==> src/rtl/seq_alu_hs_if.sv <==
// seq_alu_hs_if: operand/result valid-ready bus for the multi-cycle ALU
interface seq_alu_hs_if #(parameter int WIDTH = 8);
  logic                 in_valid;
  logic                 in_ready;
  logic [1:0]           op;
  logic [WIDTH-1:0]     a;
  logic [WIDTH-1:0]     b;
  logic                 out_valid;
  logic                 out_ready;
  logic [2*WIDTH-1:0]   result;
  logic                 flag;
  modport master (output in_valid, op, a, b, out_ready, input in_ready, out_valid, result, flag);
  modport slave  (input in_valid, op, a, b, out_ready, output in_ready, out_valid, result, flag);
endinterface

==> src/rtl/seq_alu_hs.sv <==
// seq_alu_hs: multi-cycle add/sub/shift-add mul/restoring div with valid-ready handshake
module seq_alu_hs #(
  parameter int WIDTH = 8
) (
  input logic         clk,
  input logic         rst,
  seq_alu_hs_if.slave bus
);
  localparam int CW = $clog2(WIDTH + 1);
  localparam int W2 = 2 * WIDTH;
  typedef enum logic [1:0] {IDLE, CALC, DONE} state_t;
  state_t           r_state, w_state_n;
  logic [1:0]       r_op;
  logic [WIDTH-1:0] r_a, r_b, r_q, r_rem;
  logic [W2-1:0]    r_acc, r_sh, r_result;
  logic             r_flag;
  logic [CW-1:0]    r_cnt;
  logic             w_done, w_flag, w_div0;
  logic [WIDTH:0]   w_sum, w_diff, w_shift, w_trial;
  logic [W2-1:0]    w_mul, w_res;
  logic [WIDTH-1:0] w_rem_n, w_q_n;
  assign w_sum   = {1'b0, r_a} + {1'b0, r_b};
  assign w_diff  = {1'b0, r_a} - {1'b0, r_b};
  assign w_mul   = r_acc + (r_q[0] ? r_sh : '0);
  // restoring step: a borrow out of the trial subtract means keep the shifted remainder
  assign w_shift = {r_rem, r_q[WIDTH-1]};
  assign w_trial = w_shift - {1'b0, r_b};
  assign w_rem_n = w_trial[WIDTH] ? w_shift[WIDTH-1:0] : w_trial[WIDTH-1:0];
  assign w_q_n   = {r_q[WIDTH-2:0], ~w_trial[WIDTH]};
  assign w_div0  = (r_op == 2'b11) && (r_b == '0);
  always_comb begin
    w_done    = (r_state == CALC) && (!r_op[1] || w_div0 || r_cnt == CW'(WIDTH - 1));
    w_state_n = r_state == IDLE ? (bus.in_valid ? CALC : IDLE) :
                r_state == CALC ? (w_done ? DONE : CALC) :
                                  (bus.out_ready ? IDLE : DONE);
    w_res     = r_op == 2'b00 ? W2'(w_sum) :
                r_op == 2'b01 ? W2'(w_diff[WIDTH-1:0]) :
                r_op == 2'b10 ? w_mul :
                w_div0        ? {r_a, {WIDTH{1'b1}}} : {w_rem_n, w_q_n};
    w_flag    = r_op == 2'b00 ? w_sum[WIDTH] :
                r_op == 2'b01 ? w_diff[WIDTH] :
                r_op == 2'b10 ? |w_mul[W2-1:WIDTH] : w_div0;
  end
  always_ff @(posedge clk) begin
    if (rst) r_state <= IDLE;
    else     r_state <= w_state_n;
  end
  always_ff @(posedge clk) begin
    if (rst) begin
      r_op     <= '0;
      r_a      <= '0;
      r_b      <= '0;
      r_q      <= '0;
      r_rem    <= '0;
      r_acc    <= '0;
      r_sh     <= '0;
      r_cnt    <= '0;
      r_result <= '0;
      r_flag   <= 1'b0;
    end else if (r_state == IDLE && bus.in_valid) begin
      r_op  <= bus.op;
      r_a   <= bus.a;
      r_b   <= bus.b;
      r_q   <= bus.op == 2'b10 ? bus.b : bus.a;
      r_rem <= '0;
      r_acc <= '0;
      r_sh  <= W2'(bus.a);
      r_cnt <= '0;
    end else if (r_state == CALC) begin
      if (w_done) begin
        r_result <= w_res;
        r_flag   <= w_flag;
      end else if (r_op == 2'b10) begin
        r_acc <= w_mul;
        r_sh  <= r_sh << 1;
        r_q   <= r_q >> 1;
      end else begin
        r_rem <= w_rem_n;
        r_q   <= w_q_n;
      end
      r_cnt <= r_cnt == CW'(WIDTH) ? r_cnt : r_cnt + CW'(1);
    end
  end
  assign bus.in_ready  = (r_state == IDLE) & ~rst;
  assign bus.out_valid = r_state == DONE;
  assign bus.result    = r_result;
  assign bus.flag      = r_flag;
endmodule

==> src/flat_wrapper.sv <==
// flat-port wrapper written by rule: the top's interface ports become plain ports
module seq_alu_hs_flat 
#(
  parameter int WIDTH = 8
)
  (clk, rst, bus_in_valid, bus_op, bus_a, bus_b, bus_out_ready, bus_in_ready, bus_out_valid, bus_result, bus_flag);
  seq_alu_hs_if #(.WIDTH(WIDTH)) bus_i ();
  input logic clk;
  input logic rst;
  input wire logic [$bits(bus_i.in_valid)-1:0] bus_in_valid;
  input wire logic [$bits(bus_i.op)-1:0] bus_op;
  input wire logic [$bits(bus_i.a)-1:0] bus_a;
  input wire logic [$bits(bus_i.b)-1:0] bus_b;
  input wire logic [$bits(bus_i.out_ready)-1:0] bus_out_ready;
  output wire logic [$bits(bus_i.in_ready)-1:0] bus_in_ready;
  output wire logic [$bits(bus_i.out_valid)-1:0] bus_out_valid;
  output wire logic [$bits(bus_i.result)-1:0] bus_result;
  output wire logic [$bits(bus_i.flag)-1:0] bus_flag;
  assign bus_i.in_valid = bus_in_valid;
  assign bus_i.op = bus_op;
  assign bus_i.a = bus_a;
  assign bus_i.b = bus_b;
  assign bus_i.out_ready = bus_out_ready;
  assign bus_in_ready = bus_i.in_ready;
  assign bus_out_valid = bus_i.out_valid;
  assign bus_result = bus_i.result;
  assign bus_flag = bus_i.flag;
  seq_alu_hs #(.WIDTH(WIDTH)) u_core (.clk(clk), .rst(rst), .bus(bus_i));
endmodule
==> config.mk <==
export PLATFORM = sky130hd
export DESIGN_NAME = seq_alu_hs_flat
export DESIGN_NICKNAME = d
export VERILOG_FILES = /design/src/rtl/seq_alu_hs_if.sv /design/src/rtl/seq_alu_hs.sv /design/src/flat_wrapper.sv
export SDC_FILE = /design/constraint.sdc
export NUM_CORES = 1
export LEC_CHECK = 0
export CAP_MARGIN = 20
export CORE_ASPECT_RATIO = 0.6
export CORE_MARGIN = 5
export CORE_UTILIZATION = 37
export DETAILED_ROUTE_END_ITERATION = 10
export SETUP_SLACK_MARGIN = 0.05
export SLEW_MARGIN = 10
export SYNTH_ARGS = -nofsm -noshare
export SYNTH_HDL_FRONTEND = slang
export SYNTH_SLANG_ARGS = --single-unit
==> constraint.sdc <==
create_clock -name clk -period 3.58 [get_ports clk]
set_clock_uncertainty 0.15 [all_clocks]
set_input_delay 0.358 -clock clk [delete_from_list [all_inputs] [get_ports clk]]
set_output_delay 0.358 -clock clk [all_outputs]
set_load 0.02 [all_outputs]
After elaboration in Yosys (flattened, before gate mapping) --
Cells that the tools add are included.
Storage, ports and cells: register bits 89, bits of input ports 22, output and inout bits 19, logic and storage cells 75
Operators by class: $add $sub $neg 5, eq/ne operators 9, muxes and demuxes 23, bitwise gates (word level) 7, reductions and logical operators 19
Operator list (number):
- $mux W16 | 5
- $mux W8 | 10
- $add A16 B16 Y16 | 1
- $reduce_and A3 Y1 | 4
- $add A8 B8 Y9 | 1
- $sub A8 B8 Y9 | 1
- $sub A9 B8 Y9 | 1
- $eq A2 B2 Y1 const B | 4
- $logic_not A8 Y1 | 1
- $mux W2 | 4
- $reduce_or A8 Y1 | 1
- $not A1 Y1 | 6
- $add A4 B1 Y4 const B | 1
- $eq A2 B1 Y1 const B | 2
- $eq A4 B3 Y1 const B | 1
- $eq A4 B4 Y1 const B | 1
- $logic_not A2 Y1 | 2
- $mux W1 | 4
- $reduce_and A2 Y1 | 2
- $reduce_bool A2 Y1 | 2
- $logic_and A1 B1 Y1 | 3
- $logic_or A1 B1 Y1 | 2
- $ne A2 B2 Y1 const B | 1
- $reduce_or A2 Y1 | 1
- 2 further kinds | 2

Longest topological paths before layout --
word-level depth 8, mapped depth 12, gate-level depth less buffers 12

Worst setup path after synthesis --
Ideal clock, no wire load.
path kind register to register, from reg u_core.r_q[0], to reg u_core.r_flag, in the netlist u_core.bus.flag, setup time 124 ps, data arrival time 2731 ps, data required time 3306 ps, setup slack 576 ps, stages on the path, launching flop included 13, path buffers 2, period minus slack after synthesis 3004 ps, cells stage by stage dfxtp_1 -> clkbuf_1 -> clkbuf_1 -> and2_1 -> ha_1 -> a21o_1 -> a22o_4 -> nor4_2 -> o21bai_2 -> xnor2_1 -> or4_4 -> nor4_2 -> a21oi_1
Between the ends: word-level cells in the longest chain between the ends 6
RTL lines:
- start: declaration | RTL line seq_alu_hs.sv:14 | logic [WIDTH-1:0] r_a, r_b, r_q, r_rem;
- start signal: assignment | RTL line seq_alu_hs.sv:64 | r_q <= bus.op == 2'b10 ? bus.b : bus.a;
- start signal: assignment | RTL line seq_alu_hs.sv:76 | r_q <= r_q >> 1;
- start signal: assignment | RTL line seq_alu_hs.sv:79 | r_q <= w_q_n;
- $mux W16 | RTL line seq_alu_hs.sv:24 | assign w_mul = r_acc + (r_q[0] ? r_sh : '0);
- $add A16 B16 Y16 | RTL line seq_alu_hs.sv:24
- $reduce_or A8 Y1 | RTL line seq_alu_hs.sv:42 | r_op == 2'b10 ? |w_mul[W2-1:WIDTH] : w_div0;
- $mux W1 | RTL line seq_alu_hs.sv:42
- $mux W1 | RTL line seq_alu_hs.sv:41 | r_op == 2'b01 ? w_diff[WIDTH] :
- $mux W1 | RTL line seq_alu_hs.sv:40 | w_flag = r_op == 2'b00 ? w_sum[WIDTH] :
- end signal: assignment | RTL line seq_alu_hs.sv:72 | r_flag <= w_flag;
- end: declaration | RTL line seq_alu_hs.sv:16 | logic r_flag;
No other way between the ends. A chain may end at the register's enable or synchronous reset.

Final worst setup path --
from reg u_core.r_b[1], to reg u_core.r_result[8], in the netlist u_core.bus.result[8]
Between the ends: word-level cells in the longest chain between the ends 6, elaborated cells between the ends (all ways) 13, those cells by class add/sub (2); mux (5); reduce/logical (6)
RTL lines:
- start: declaration | RTL line seq_alu_hs.sv:14
- start signal: assignment | RTL line seq_alu_hs.sv:63 | r_b <= bus.b;
- $sub A9 B8 Y9 / $logic_not A8 Y1 (equally long branches) | RTL line seq_alu_hs.sv:27, seq_alu_hs.sv:30
- $mux W8 / $logic_and A1 B1 Y1 (equally long branches) | RTL line seq_alu_hs.sv:28, seq_alu_hs.sv:30
- $mux W16 / $logic_or A1 B1 Y1 (equally long branches) | RTL line seq_alu_hs.sv:39, seq_alu_hs.sv:32
- $mux W16 / $logic_or A1 B1 Y1 (equally long branches) | RTL line seq_alu_hs.sv:38, seq_alu_hs.sv:32
- $mux W16 / $logic_and A1 B1 Y1 (equally long branches) | RTL line seq_alu_hs.sv:37, seq_alu_hs.sv:32
- $mux W16 / $reduce_and A3 Y1 (equally long branches)
- end signal: assignment | RTL line seq_alu_hs.sv:71 | r_result <= w_res;
- end: declaration | RTL line seq_alu_hs.sv:15 | logic [W2-1:0] r_acc, r_sh, r_result;
Parallel ways exist; a longest one is shown, timed or not.

==> impl_metrics.yaml <==
synthesis:
  synth_top_family_by_area: "simple AND/OR/NAND/NOR gates"
  yosysWarnings: 0
  yosys.area_share.adder_pct: 10.2
  netlist_area_sq_um: 5800
  yosys_most_used_dff: "dfxtp_1"
  synth_nets: 814
  yosys.area_share.simple_pct: 23.8
  synth-xor-area-share_pct: 4.40
  ys_ff_latch: 89
  synth.mux.area_fraction_pct: 2.87
  yosysUniqueCellTypes: 64
  ys_seq_area_share_pct: 30.7
  synth_edf_count: 0
  async_flop_share_pct: 0
  syn_inst: 747
  syn_avg_cell_area_sq_um: 7.76
  synth_compound_gate_area_share_pct: 22.9
power:
  p_per_area_nw_per_um2: 429
  power.total_uw: 2880
  max-vdd-ir-drop_v: 0.000260
  leakagePower_uw: 0.00259
drt:
  post_drt_wl_per_cell_um: 17.3
  num_vias: 5335
  drtIter0Drc: 484
  antenna_left: 0
  post-route-drc-count: 0
  drt_wl_total_um: 17100
  dr.pass1.iters: 4
  via_per_inst: 5.41
sta:
  hold_violations: 0
  finalMaxSlewViolations: 0
  timing.setup.tns_ps: 0
  tightest_slew_ps: 781
  slew_headroom_pct: 47.8
  finalSetupViolations: 0
  fmax_mhz: 314
  finalCriticalPeriod_ps: 3190
  period_share_pct: 89.1
  rsz0062_at_grt: "no"
floorplanning:
  initial_utilization_pct: 37.7
  die_h_um: 107
  num_rows: 35
  core_region_area_sq_um: 15400
  ioPinCount: 41
  die-width_um: 172
  die_area_sq_um: 18400
clocking:
  cts_resized: 0
  cts.sinks: 89
  cts_tree: "built"
  insertion_delay_ps: 350
  numCtsBuffers: 9
  htree_levels: 3
  post_cts_buffers: 0
  clk_pin_slew_ps: 70
  clk_path_buf_depth: 2
  root_buffer: "clkbuf_16"
  cts_hold_buffers: 0
global_routing:
  grt_max_degree: 37
  grt_use_total_pct: 18.9
  grt_pass1_wl_um: 27300
  antenna_found_initial: 0
  grt.overflow.total: 0
  grt_pass1_vias: 4870
critical_path:
  cp_max_fo: 10
  worstPathRequired_ps: 3710
  endpoint_kind: "flip-flop"
  arrival_ps: 3310
  start_kind: "flip-flop"
  critical_path_class: "reg -> reg"
  reg2reg_slack_ps: 390
placed_design:
  gp_congestion: 0.866
  io_buffers: 40
  dpl.hpwl_um: 13000
job:
  drv_cap: 0
finish:
  n_fill_cell: 1547
  area_growth_pct: 16.0
  final_nets: 845
  drive_above_1_share_pct: 7.92
  diodes: 0
worst_hold_path:
  worst_hold_path_type: "reg -> reg"
run_status:
  status: "finished, final reports clean"
==> synthesized netlist by cell type, types with 3 or more instances <==
master / instances / share of area, %
a211oi_1: 20 / 2.6
a21o_1: 4 / 0.52
a21oi_1: 75 / 6.5
a311oi_1: 16 / 2.4
and2_1: 18 / 1.9
buf_1: 4 / 0.26
buf_2: 3 / 0.26
clkbuf_1: 30 / 1.9
dfxtp_1: 89 / 31
fa_1: 4 / 1.4
ha_1: 41 / 8.8
inv_1: 32 / 2.1
mux2_2: 3 / 0.58
mux2i_1: 11 / 1.9
nand2_1: 124 / 8.0
nand2b_1: 9 / 0.97
nand3_1: 13 / 1.1
nand3b_1: 4 / 0.52
nand4_1: 3 / 0.32
nor2_1: 79 / 5.1
nor2b_1: 15 / 1.6
nor3_1: 16 / 1.4
o211ai_1: 10 / 1.3
o21a_1: 5 / 0.65
o21ai_0: 26 / 2.2
o21bai_1: 7 / 0.91
o221ai_1: 5 / 0.76
o22ai_1: 3 / 0.32
o311ai_0: 3 / 0.45
o31ai_1: 3 / 0.39
or3_1: 7 / 0.76
xnor2_1: 16 / 2.4
xor2_1: 10 / 1.5
==> where the power goes <==
part | switching (uW) | internal [uW]
Clock | 436 | 500
Sequential | 95.0 | 1060
Combinational | 473 | 320
==> worst paths after layout <==
path / startpoint / endpoint / depth (start not counted)
worst max register to register: u_core.r_b[1] / u_core.bus.result[8] / 10
worst min register to register: u_core.bus.result[11] / u_core.bus.result[11] / 2
worst min-delay path: u_core.bus.result[11] / u_core.bus.result[11] / 2
worst max-delay path: u_core.r_b[1] / u_core.bus.result[8] / 10
==> worst max-delay path, cell delays in order, from the launching register on <==
cell and delay [ps]:
dfxtp_1 470, inv_1 180, fa_1 470, a21oi_1 240, o211ai_1 190, o41ai_4 350
xnor2_4 280, mux2_2 410, o211ai_1 170, a21oi_1 100, nor3_2 110
==> routing by layer <==
layer  wire length [um]  part of all wire (%)  vias up  GRT usage, %
met2               6030                    35      144          22.9
met4                142                  0.83        0          3.05
met3               1210                   7.1       12          4.57
met1               9710                    57     2484          32.1
li1                   -                     -     2695             -
met5                  0                     0        -             0
==> cell type report <==
class	count	area [sq um]	share of cell area [%]
clock buffers	10	239	3.55
well taps	203	254	3.78
multi-input cells	586	3730	55.5
flip-flops and latches	89	1780	26.5
inverters	32	120	1.79
clock inverters	6	50.0	0.744
repair buffers	60	546	8.11
==> flip-flops by register name, summed over array words and instances, names as in the netlist <==
register	count
u_core.r_rem	8
u_core.r_cnt	4
u_core.bus.flag	1
u_core.r_state	2
u_core.r_op	2
u_core.bus.result	16
u_core.r_b	8
u_core.r_q	8
u_core.r_sh	16
u_core.r_acc	16
u_core.r_a	8
==> metrics by stage <==
| stage | hold WS (ps) | setup WS (ps) | utilization, % | instances | instance area [sq um] |
|---|---|---|---|---|---|
| after floorplan | 286 | 576 | - | 747 | 5800 |
| after global placement | 292 | 447 | 41.9 | 970 | 6430 |
| after detailed placement | 300 | 347 | 41.9 | 970 | 6430 |
| after CTS | 308 | 330 | 43.7 | 986 | 6720 |
| after global routing | 328 | 218 | 43.8 | 986 | 6730 |
| final | 306 | 392 | 43.8 | 986 | 6730 |
==> cell usage in the layout, fill, tap and decap left out, types with 9 or more instances in the layout <==
cell | netlist | final
o21ai_0 | 26 | 26
nand2b_1 | 9 | 9
a311oi_1 | 16 | 16
and2_1 | 18 | 18
nor3_1 | 16 | 16
a211oi_1 | 20 | 20
clkdlybuf4s50_1 | 0 | 39
dfxtp_1 | 89 | 88
nand2_1 | 124 | 124
nor2_1 | 79 | 78
xor2_1 | 10 | 10
ha_1 | 41 | 41
o211ai_1 | 10 | 10
buf_4 | 1 | 20
nor2b_1 | 15 | 15
nand3_1 | 13 | 13
inv_1 | 32 | 32
mux2i_1 | 11 | 11
xnor2_1 | 16 | 16
clkbuf_16 | 0 | 9
a21oi_1 | 75 | 75
==> logic make-up (layout without fill, tap and decap cells) <==
group	count (synthesis)	after routing
and+or+nand+nor	302	302
buffers and inverters	72	108
muxes	15	15
xor gates and xnor gates	27	27
AOI/OAI and AO/OA	197	197
adders and majority gates	45	45
DFF	89	89
Power figures use the tool's default switching activity.
